`src/rtl/neuron_accum_ctrl_pkg.sv`:
```
// -----------------------------------------------------------------------------
// neuron_accum_ctrl_pkg
// Shared definitions for the neuron accumulation controller:
//   - default data / term-count widths
//   - controller state encoding
//   - sign-magnitude helpers (widen, finish = normalise + saturate + ReLU)
// The helpers work on a 64-bit carrier with the real widths passed as
// arguments, so the same functions serve any DW/CW instantiation. Width
// arguments are always elaboration-time constants, so each call reduces to
// plain wiring plus one magnitude compare.
// -----------------------------------------------------------------------------
package neuron_accum_ctrl_pkg;

  localparam int unsigned DW_DEF   = 8;
  localparam int unsigned CW_DEF   = 4;
  localparam int unsigned SM_MAX_W = 64;

  typedef enum logic [1:0] {
    ST_IDLE   = 2'd0,
    ST_ACCUM  = 2'd1,
    ST_FINISH = 2'd2,
    ST_HOLD   = 2'd3
  } state_e;

  // Low-order w-bit mask.
  function automatic logic [SM_MAX_W-1:0] sm_mask(input int unsigned w);
    return (64'(1) << w) - 64'(1);
  endfunction

  // {s, m} of width dw -> {s, zeros, m} of width acc_w.
  function automatic logic [SM_MAX_W-1:0] sm_widen(input logic [SM_MAX_W-1:0] v,
                                                   input int unsigned dw,
                                                   input int unsigned acc_w);
    logic [SM_MAX_W-1:0] sign_bit;
    sign_bit = (v >> (dw - 1)) & 64'(1);
    return (sign_bit << (acc_w - 1)) | (v & sm_mask(dw - 1));
  endfunction

  // Reduce an acc_w-bit sign-magnitude sum to dw bits: drop negative zero,
  // clamp the magnitude to the dw-bit maximum keeping the sign, then apply
  // the optional ReLU.
  function automatic logic [SM_MAX_W-1:0] sm_finish(input logic [SM_MAX_W-1:0] acc,
                                                    input int unsigned dw,
                                                    input int unsigned acc_w,
                                                    input logic relu);
    logic [SM_MAX_W-1:0] mag;
    logic                neg;
    mag = acc & sm_mask(acc_w - 1);
    neg = ((acc >> (acc_w - 1)) & 64'(1)) != 64'(0);
    if (mag == 64'(0)) neg = 1'b0;
    if (mag > sm_mask(dw - 1)) mag = sm_mask(dw - 1);
    if (relu && neg) begin
      mag = 64'(0);
      neg = 1'b0;
    end
    return ({63'(0), neg} << (dw - 1)) | mag;
  endfunction

endpackage

```
`src/rtl/neuron_accum_ctrl_smadd.sv`:
```
// -----------------------------------------------------------------------------
// neuron_accum_ctrl_smadd
// Combinational sign-magnitude adder.
//   a_i   in  W  sign-magnitude operand (bit W-1 = sign)
//   b_i   in  W  sign-magnitude operand
//   sum_o out W  sign-magnitude sum
// The caller guarantees the magnitude never overflows W-1 bits, so the carry
// out of the magnitude add is dropped. A zero result may carry either sign;
// the consumer normalises.
// -----------------------------------------------------------------------------
module neuron_accum_ctrl_smadd #(
  parameter int unsigned W = 12
) (
  input  logic [W-1:0] a_i,
  input  logic [W-1:0] b_i,
  output logic [W-1:0] sum_o
);

  logic         sa, sb;
  logic [W-2:0] ma, mb;
  logic [W-2:0] mag;
  logic         sign;

  assign sa = a_i[W-1];
  assign sb = b_i[W-1];
  assign ma = a_i[W-2:0];
  assign mb = b_i[W-2:0];

  // NOTE: every output of a combinational block gets a default first, so no
  // path through the if/else can leave it unassigned and infer a latch.
  always_comb begin
    mag  = '0;
    sign = 1'b0;
    if (sa == sb) begin
      mag  = ma + mb;
      sign = sa;
    end else if (ma >= mb) begin
      mag  = ma - mb;
      sign = sa;
    end else begin
      mag  = mb - ma;
      sign = sb;
    end
  end

  assign sum_o = {sign, mag};

endmodule

```
`src/rtl/neuron_accum_ctrl.sv`:
```
// -----------------------------------------------------------------------------
// neuron_accum_ctrl
// Sequences one shared sign-magnitude adder to compute bias + sum of `count`
// sign-magnitude terms, then saturates back to DW bits with optional ReLU.
//   clk        in   1    clock, rising edge
//   rst        in   1    asynchronous active-high reset
//   start      in   1    begin a new sum (honoured in IDLE only)
//   count      in   CW   number of terms, latched on start
//   bias       in   DW   sign-magnitude bias, latched on start
//   relu_en    in   1    clamp negative results to zero, latched on start
//   in_data    in   DW   sign-magnitude term
//   in_valid   in   1    in_data valid
//   in_ready   out  1    term accepted this cycle (ACCUM only)
//   out_data   out  DW   registered result
//   out_valid  out  1    result valid, held until out_ready
//   out_ready  in   1    downstream accepts the result
//   busy       out  1    high outside IDLE
// -----------------------------------------------------------------------------
module neuron_accum_ctrl
  import neuron_accum_ctrl_pkg::*;
#(
  parameter int unsigned DW = DW_DEF,
  parameter int unsigned CW = CW_DEF
) (
  input  logic          clk,
  input  logic          rst,
  input  logic          start,
  input  logic [CW-1:0] count,
  input  logic [DW-1:0] bias,
  input  logic          relu_en,
  input  logic [DW-1:0] in_data,
  input  logic          in_valid,
  output logic          in_ready,
  output logic [DW-1:0] out_data,
  output logic          out_valid,
  input  logic          out_ready,
  output logic          busy
);

  // CW guard bits hold up to 2^CW full-scale magnitudes without wrapping.
  localparam int unsigned ACC_W = DW + CW;

  state_e             state_q, state_d;
  logic [ACC_W-1:0]   acc_q, acc_d;
  logic [CW-1:0]      cnt_q, cnt_d;
  logic               relu_q, relu_d;
  logic [DW-1:0]      out_data_q, out_data_d;
  logic               out_valid_q, out_valid_d;

  logic [ACC_W-1:0]   bias_wide;
  logic [ACC_W-1:0]   term_wide;
  logic [ACC_W-1:0]   sum;
  logic [DW-1:0]      result;

  assign bias_wide = ACC_W'(sm_widen(64'(bias), DW, ACC_W));
  assign term_wide = ACC_W'(sm_widen(64'(in_data), DW, ACC_W));
  assign result    = DW'(sm_finish(64'(acc_q), DW, ACC_W, relu_q));

  neuron_accum_ctrl_smadd #(
    .W (ACC_W)
  ) u_smadd (
    .a_i   (acc_q),
    .b_i   (term_wide),
    .sum_o (sum)
  );

  assign in_ready  = (state_q == ST_ACCUM);
  assign busy      = (state_q != ST_IDLE);
  assign out_data  = out_data_q;
  assign out_valid = out_valid_q;

  always_comb begin
    state_d     = state_q;
    acc_d       = acc_q;
    cnt_d       = cnt_q;
    relu_d      = relu_q;
    out_data_d  = out_data_q;
    out_valid_d = out_valid_q;
    unique case (state_q)
      ST_IDLE: begin
        if (start) begin
          acc_d   = bias_wide;
          cnt_d   = count;
          relu_d  = relu_en;
          state_d = (count != '0) ? ST_ACCUM : ST_FINISH;
        end
      end
      ST_ACCUM: begin
        if (in_valid) begin
          acc_d = sum;
          cnt_d = cnt_q - CW'(1);
          if (cnt_q == CW'(1)) state_d = ST_FINISH;
        end
      end
      ST_FINISH: begin
        out_data_d  = result;
        out_valid_d = 1'b1;
        state_d     = ST_HOLD;
      end
      ST_HOLD: begin
        // A start arriving together with out_ready is dropped: we are not in
        // IDLE yet when it is sampled.
        if (out_ready) begin
          out_valid_d = 1'b0;
          state_d     = ST_IDLE;
        end
      end
      default: state_d = ST_IDLE;
    endcase
  end

  // NOTE: sequential state uses non-blocking assignments so every register
  // samples pre-edge values regardless of statement order.
  always_ff @(posedge clk or posedge rst) begin
    if (rst) begin
      state_q     <= ST_IDLE;
      acc_q       <= '0;
      cnt_q       <= '0;
      relu_q      <= 1'b0;
      out_data_q  <= '0;
      out_valid_q <= 1'b0;
    end else begin
      state_q     <= state_d;
      acc_q       <= acc_d;
      cnt_q       <= cnt_d;
      relu_q      <= relu_d;
      out_data_q  <= out_data_d;
      out_valid_q <= out_valid_d;
    end
  end

endmodule
```
`config.mk`:
```
export PLATFORM = sky130hd
export DESIGN_NAME = neuron_accum_ctrl
export DESIGN_NICKNAME = d
export VERILOG_FILES = /design/src/rtl/neuron_accum_ctrl_pkg.sv /design/src/rtl/neuron_accum_ctrl_smadd.sv /design/src/rtl/neuron_accum_ctrl.sv
export SDC_FILE = /design/constraint.sdc
export NUM_CORES = 1
export LEC_CHECK = 0
export CAP_MARGIN = 20
export CORE_UTILIZATION = 59
export CTS_CLUSTER_SIZE = 24
export DETAILED_ROUTE_END_ITERATION = 10
export GPL_TIMING_DRIVEN = 1
export PLACE_DENSITY = 0.91
export SLEW_MARGIN = 15
export SYNTH_ARGS = -nofsm -noshare
export SYNTH_HDL_FRONTEND = slang
export SYNTH_SLANG_ARGS = --single-unit
export TNS_END_PERCENT = 10
```
`constraint.sdc`:
```
create_clock -name clk -period 5.9 [get_ports clk]
set_input_delay 1.18 -clock clk [delete_from_list [all_inputs] [get_ports clk]]
set_output_delay 1.18 -clock clk [all_outputs]
set_load 0.05 [all_outputs]
```
==> flow_metrics.py <==
metrics = {
    "place": {
        "port_buffers": 36,
        "routabilityCongestion": 0.909,
        "dp.final_hpwl_um": 4950,
        "dpl_cell_area_um2": 2900,
        "dp.cells": 382,
    },
    "critical_path": {
        "critical_path_buf_inv_count": 2,
        "timing.rr.end": "acc_q[3]",
        "cp.required_ps": 6070,
        "cp_top_family": "buffers and inverters",
        "end_kind": "flop",
        "critPathMaxFanout": 10,
        "reg2reg_slack_ps": 3040,
        "path_class": "in -> reg",
        "slowest_delay_ps": 630,
        "slowest_stage": "clkdlybuf4s50_1",
        "r2r_cells": 8,
        "worstPathCellList": "clkdlybuf4s50_1 -> inv_1 -> ha_1 -> nand4b_1 -> a31oi_1 -> nor3_4 -> mux2_2 -> a21oi_1 -> mux2i_1 -> a211o_1",
        "arrival_ps": 3990,
        "worstSetupStartpoint": "in_data[1]",
        "timing.rr.start": "acc_q[2]",
        "start_kind": "primary input",
    },
    "synth": {
        "netlist_instances": 307,
        "synth_fa_ha_area_share_pct": 16.1,
        "post_synth.cell_area_avg_um2": 8.28,
        "synth-xor-area-share_pct": 1.03,
        "synth_edf_count": 0,
        "ys_types": 51,
        "yosysWarningCount": 0,
        "synthSimpleGateAreaFrac_pct": 20.9,
        "synth_top_family_by_area": "compound AO/OA/AOI/OAI gates",
        "synth_async_sr_flop_share_pct": 100,
        "synth_seq_area_share_pct": 27.6,
        "mappedNetlistNets": 364,
        "ys_seq_elements": 28,
        "synth-compound-area-share_pct": 22.0,
        "syn_area_um2": 2540,
        "synthFlopType": "dfrtp_1",
        "synthMuxAreaShare_pct": 3.79,
    },
    "hold_path": {
        "hp-class": "reg -> reg",
        "hp-start": "out_data[7]",
        "whs_endpoint": "out_data[7]",
        "min_path_cells": 1,
    },
    "clock_tree": {
        "post_cts_resized": 0,
        "clkSinkCount": 28,
        "root_buffer": "clkbuf_8",
        "holdBufCountCts": 0,
        "clock_latency_ps": 280,
        "path_clk_slew_ps": 100,
        "htree_levels": 1,
        "post_cts_buffers": 0,
        "clock_path_buffers": 2,
        "cts_made_buffers": 3,
        "cts_tree": "done",
    },
    "grt": {
        "grt_pass1_vias": 2200,
        "grt_first_pass_wirelength_um": 10100,
        "gr-usage-all-layers_pct": 30.0,
        "antenna_found_initial": 0,
        "grt-ovfl-total": 0,
        "grt_max_degree": 34,
    },
    "timing": {
        "final_max_slew_viol_count": 0,
        "finalSetupTns_ps": 0,
        "finalSetupViolCount": 0,
        "period_needed_ps": 3820,
        "worstMarginPinSlew_ps": 816,
        "rsz0062_at_grt": "no",
        "final_hold_viol_count": 0,
        "clock.fmax_mhz": 262,
        "final.period_utilization_pct": 64.8,
        "max_slew_margin_pct": 45.2,
        "skew_ps": 7.80,
    },
    "finish": {
        "final_cells": 387,
        "fillers": 318,
        "drive_gt1_share_pct": 5.64,
        "synthToLayoutAreaGrowth_pct": 17.6,
        "design_area_um2": 2990,
        "layout.nets": 395,
        "utilization_pct": 73.6,
        "diodes": 0,
    },
    "die": {
        "dieHeight_um": 67.6,
        "core_area_um2": 4060,
        "dieArea_um2": 4570,
        "io_pins": 37,
        "rows": 23,
        "start_util_pct": 62.6,
        "die_w_um": 67.6,
    },
    "route": {
        "dr.pass1.iters": 5,
        "vias": 2445,
        "vias_per_cell": 6.32,
        "remaining_drc_errors": 0,
        "ant_nets": 0,
        "drt_iter0_markers": 256,
        "wl_per_cell_um": 17.1,
        "wirelength_um": 6620,
    },
    "status": {
        "status": "complete, no violations",
    },
    "pwr": {
        "irDropWorstVdd_mv": 0.401,
        "power.density_nw_per_um2": 582,
        "static-leakage-power_nw": 1.34,
    },
    "flow_run": {
        "max_cap_viol_count": 0,
    },
}
==> routing by layer <==
layer  vias up  GRT usage (%)  wire length [um]
met2       124           51.7              3220
met1      1153           37.7              2820
met5         -              0                 0
li1       1146              -                 -
met4         0           10.1               172
met3        22           4.56               410
==> Yosys cell counts (2+ instances only) <==
master | number | share of area [%]
o22ai_1 | 7 | 1.7
nand3b_1 | 5 | 1.5
o21ai_0 | 25 | 4.9
inv_1 | 37 | 5.5
a221oi_1 | 2 | 0.69
nand2b_1 | 7 | 1.7
a31oi_1 | 3 | 0.74
nand3_1 | 13 | 2.6
nor3_1 | 3 | 0.59
nor2_1 | 23 | 3.4
o211ai_1 | 9 | 2.7
nor4_1 | 4 | 0.98
nand2_1 | 14 | 2.1
o21bai_1 | 2 | 0.59
mux2i_1 | 4 | 1.6
nor2b_1 | 6 | 1.5
a211o_1 | 4 | 1.4
dfrtp_1 | 28 | 28
xnor2_1 | 2 | 0.69
and2_1 | 2 | 0.49
or3_2 | 2 | 0.59
nor3b_1 | 4 | 1.2
clkbuf_1 | 7 | 1.0
o211a_1 | 2 | 0.79
and3_1 | 2 | 0.49
fa_1 | 3 | 2.4
nand4_1 | 6 | 1.5
o21a_1 | 3 | 0.89
ha_1 | 28 | 14
a2bb2oi_1 | 2 | 0.69
mux2_2 | 5 | 2.2
a21oi_1 | 22 | 4.3
buf_6 | 3 | 1.3
==> layout make-up <==
class | instances | area (um^2) | share of cell area [%]
multi-input cells | 229 | 1620 | 54.4
flip-flops and latches | 28 | 701 | 23.5
repair buffers | 39 | 390 | 13.1
inverters | 37 | 139 | 4.65
well taps | 50 | 62.6 | 2.09
clock buffers | 3 | 41.3 | 1.38
clock inverters | 1 | 30.0 | 1.01
==> placed cells by master, fill, tap and decap left out, types with 6 or more instances in the layout <==
cell	instances
nand2b_1	7
a21oi_1	22
ha_1	28
nor2b_1	6
nor2_1	23
dfrtp_1	28
o211ai_1	9
o21ai_0	25
inv_1	36
nand3_1	13
nand2_1	14
o22ai_1	7
clkdlybuf4s50_1	36
nand4_1	6
==> state kept, by name, indices dropped and copies added, names as in the netlist <==
name,flops
out_data,8
cnt_q,4
relu_q,1
out_valid,1
acc_q,12
state_q,2
==> power by group <==
group / leakage, nW / total (mW) / internal [mW] / switching, mW
combinational: 0.966 / 1.19 / 0.453 / 0.734
sequential: 0.337 / 0.400 / 0.291 / 0.109
clock: 0.0357 / 0.152 / 0.0910 / 0.0615
total: 1.34 / 1.74 / 0.834 / 0.904
==> worst max path at each step <==
stage,cells after the start,end,slack (ps)
detailed placement,10,acc_q[3],1820
global placement,10,acc_q[3],1920
global route,10,acc_q[3],1890
floorplan,10,acc_q[3],2640
CTS,10,acc_q[3],2110
finish,10,acc_q[3],2080
==> per-stage QoR <==
step | setup slack [ps] | total power, mW | hold slack (ps)
global placement | 1920 | 1.52 | 492
global route | 1890 | 1.85 | 547
CTS | 2110 | 1.71 | 534
floorplan | 2640 | 1.26 | 501
finish | 2080 | 1.74 | 527
detailed placement | 1820 | 1.55 | 505
==> cell families after synthesis <==
family          count (synthesis)
mux                             9
buf+inv                        50
simple gates                   97
fa+ha+maj                      31
xor+xnor                        3
flops                          28
compound gates                 89
No activity file was read; power rests on OpenSTA's default activity.
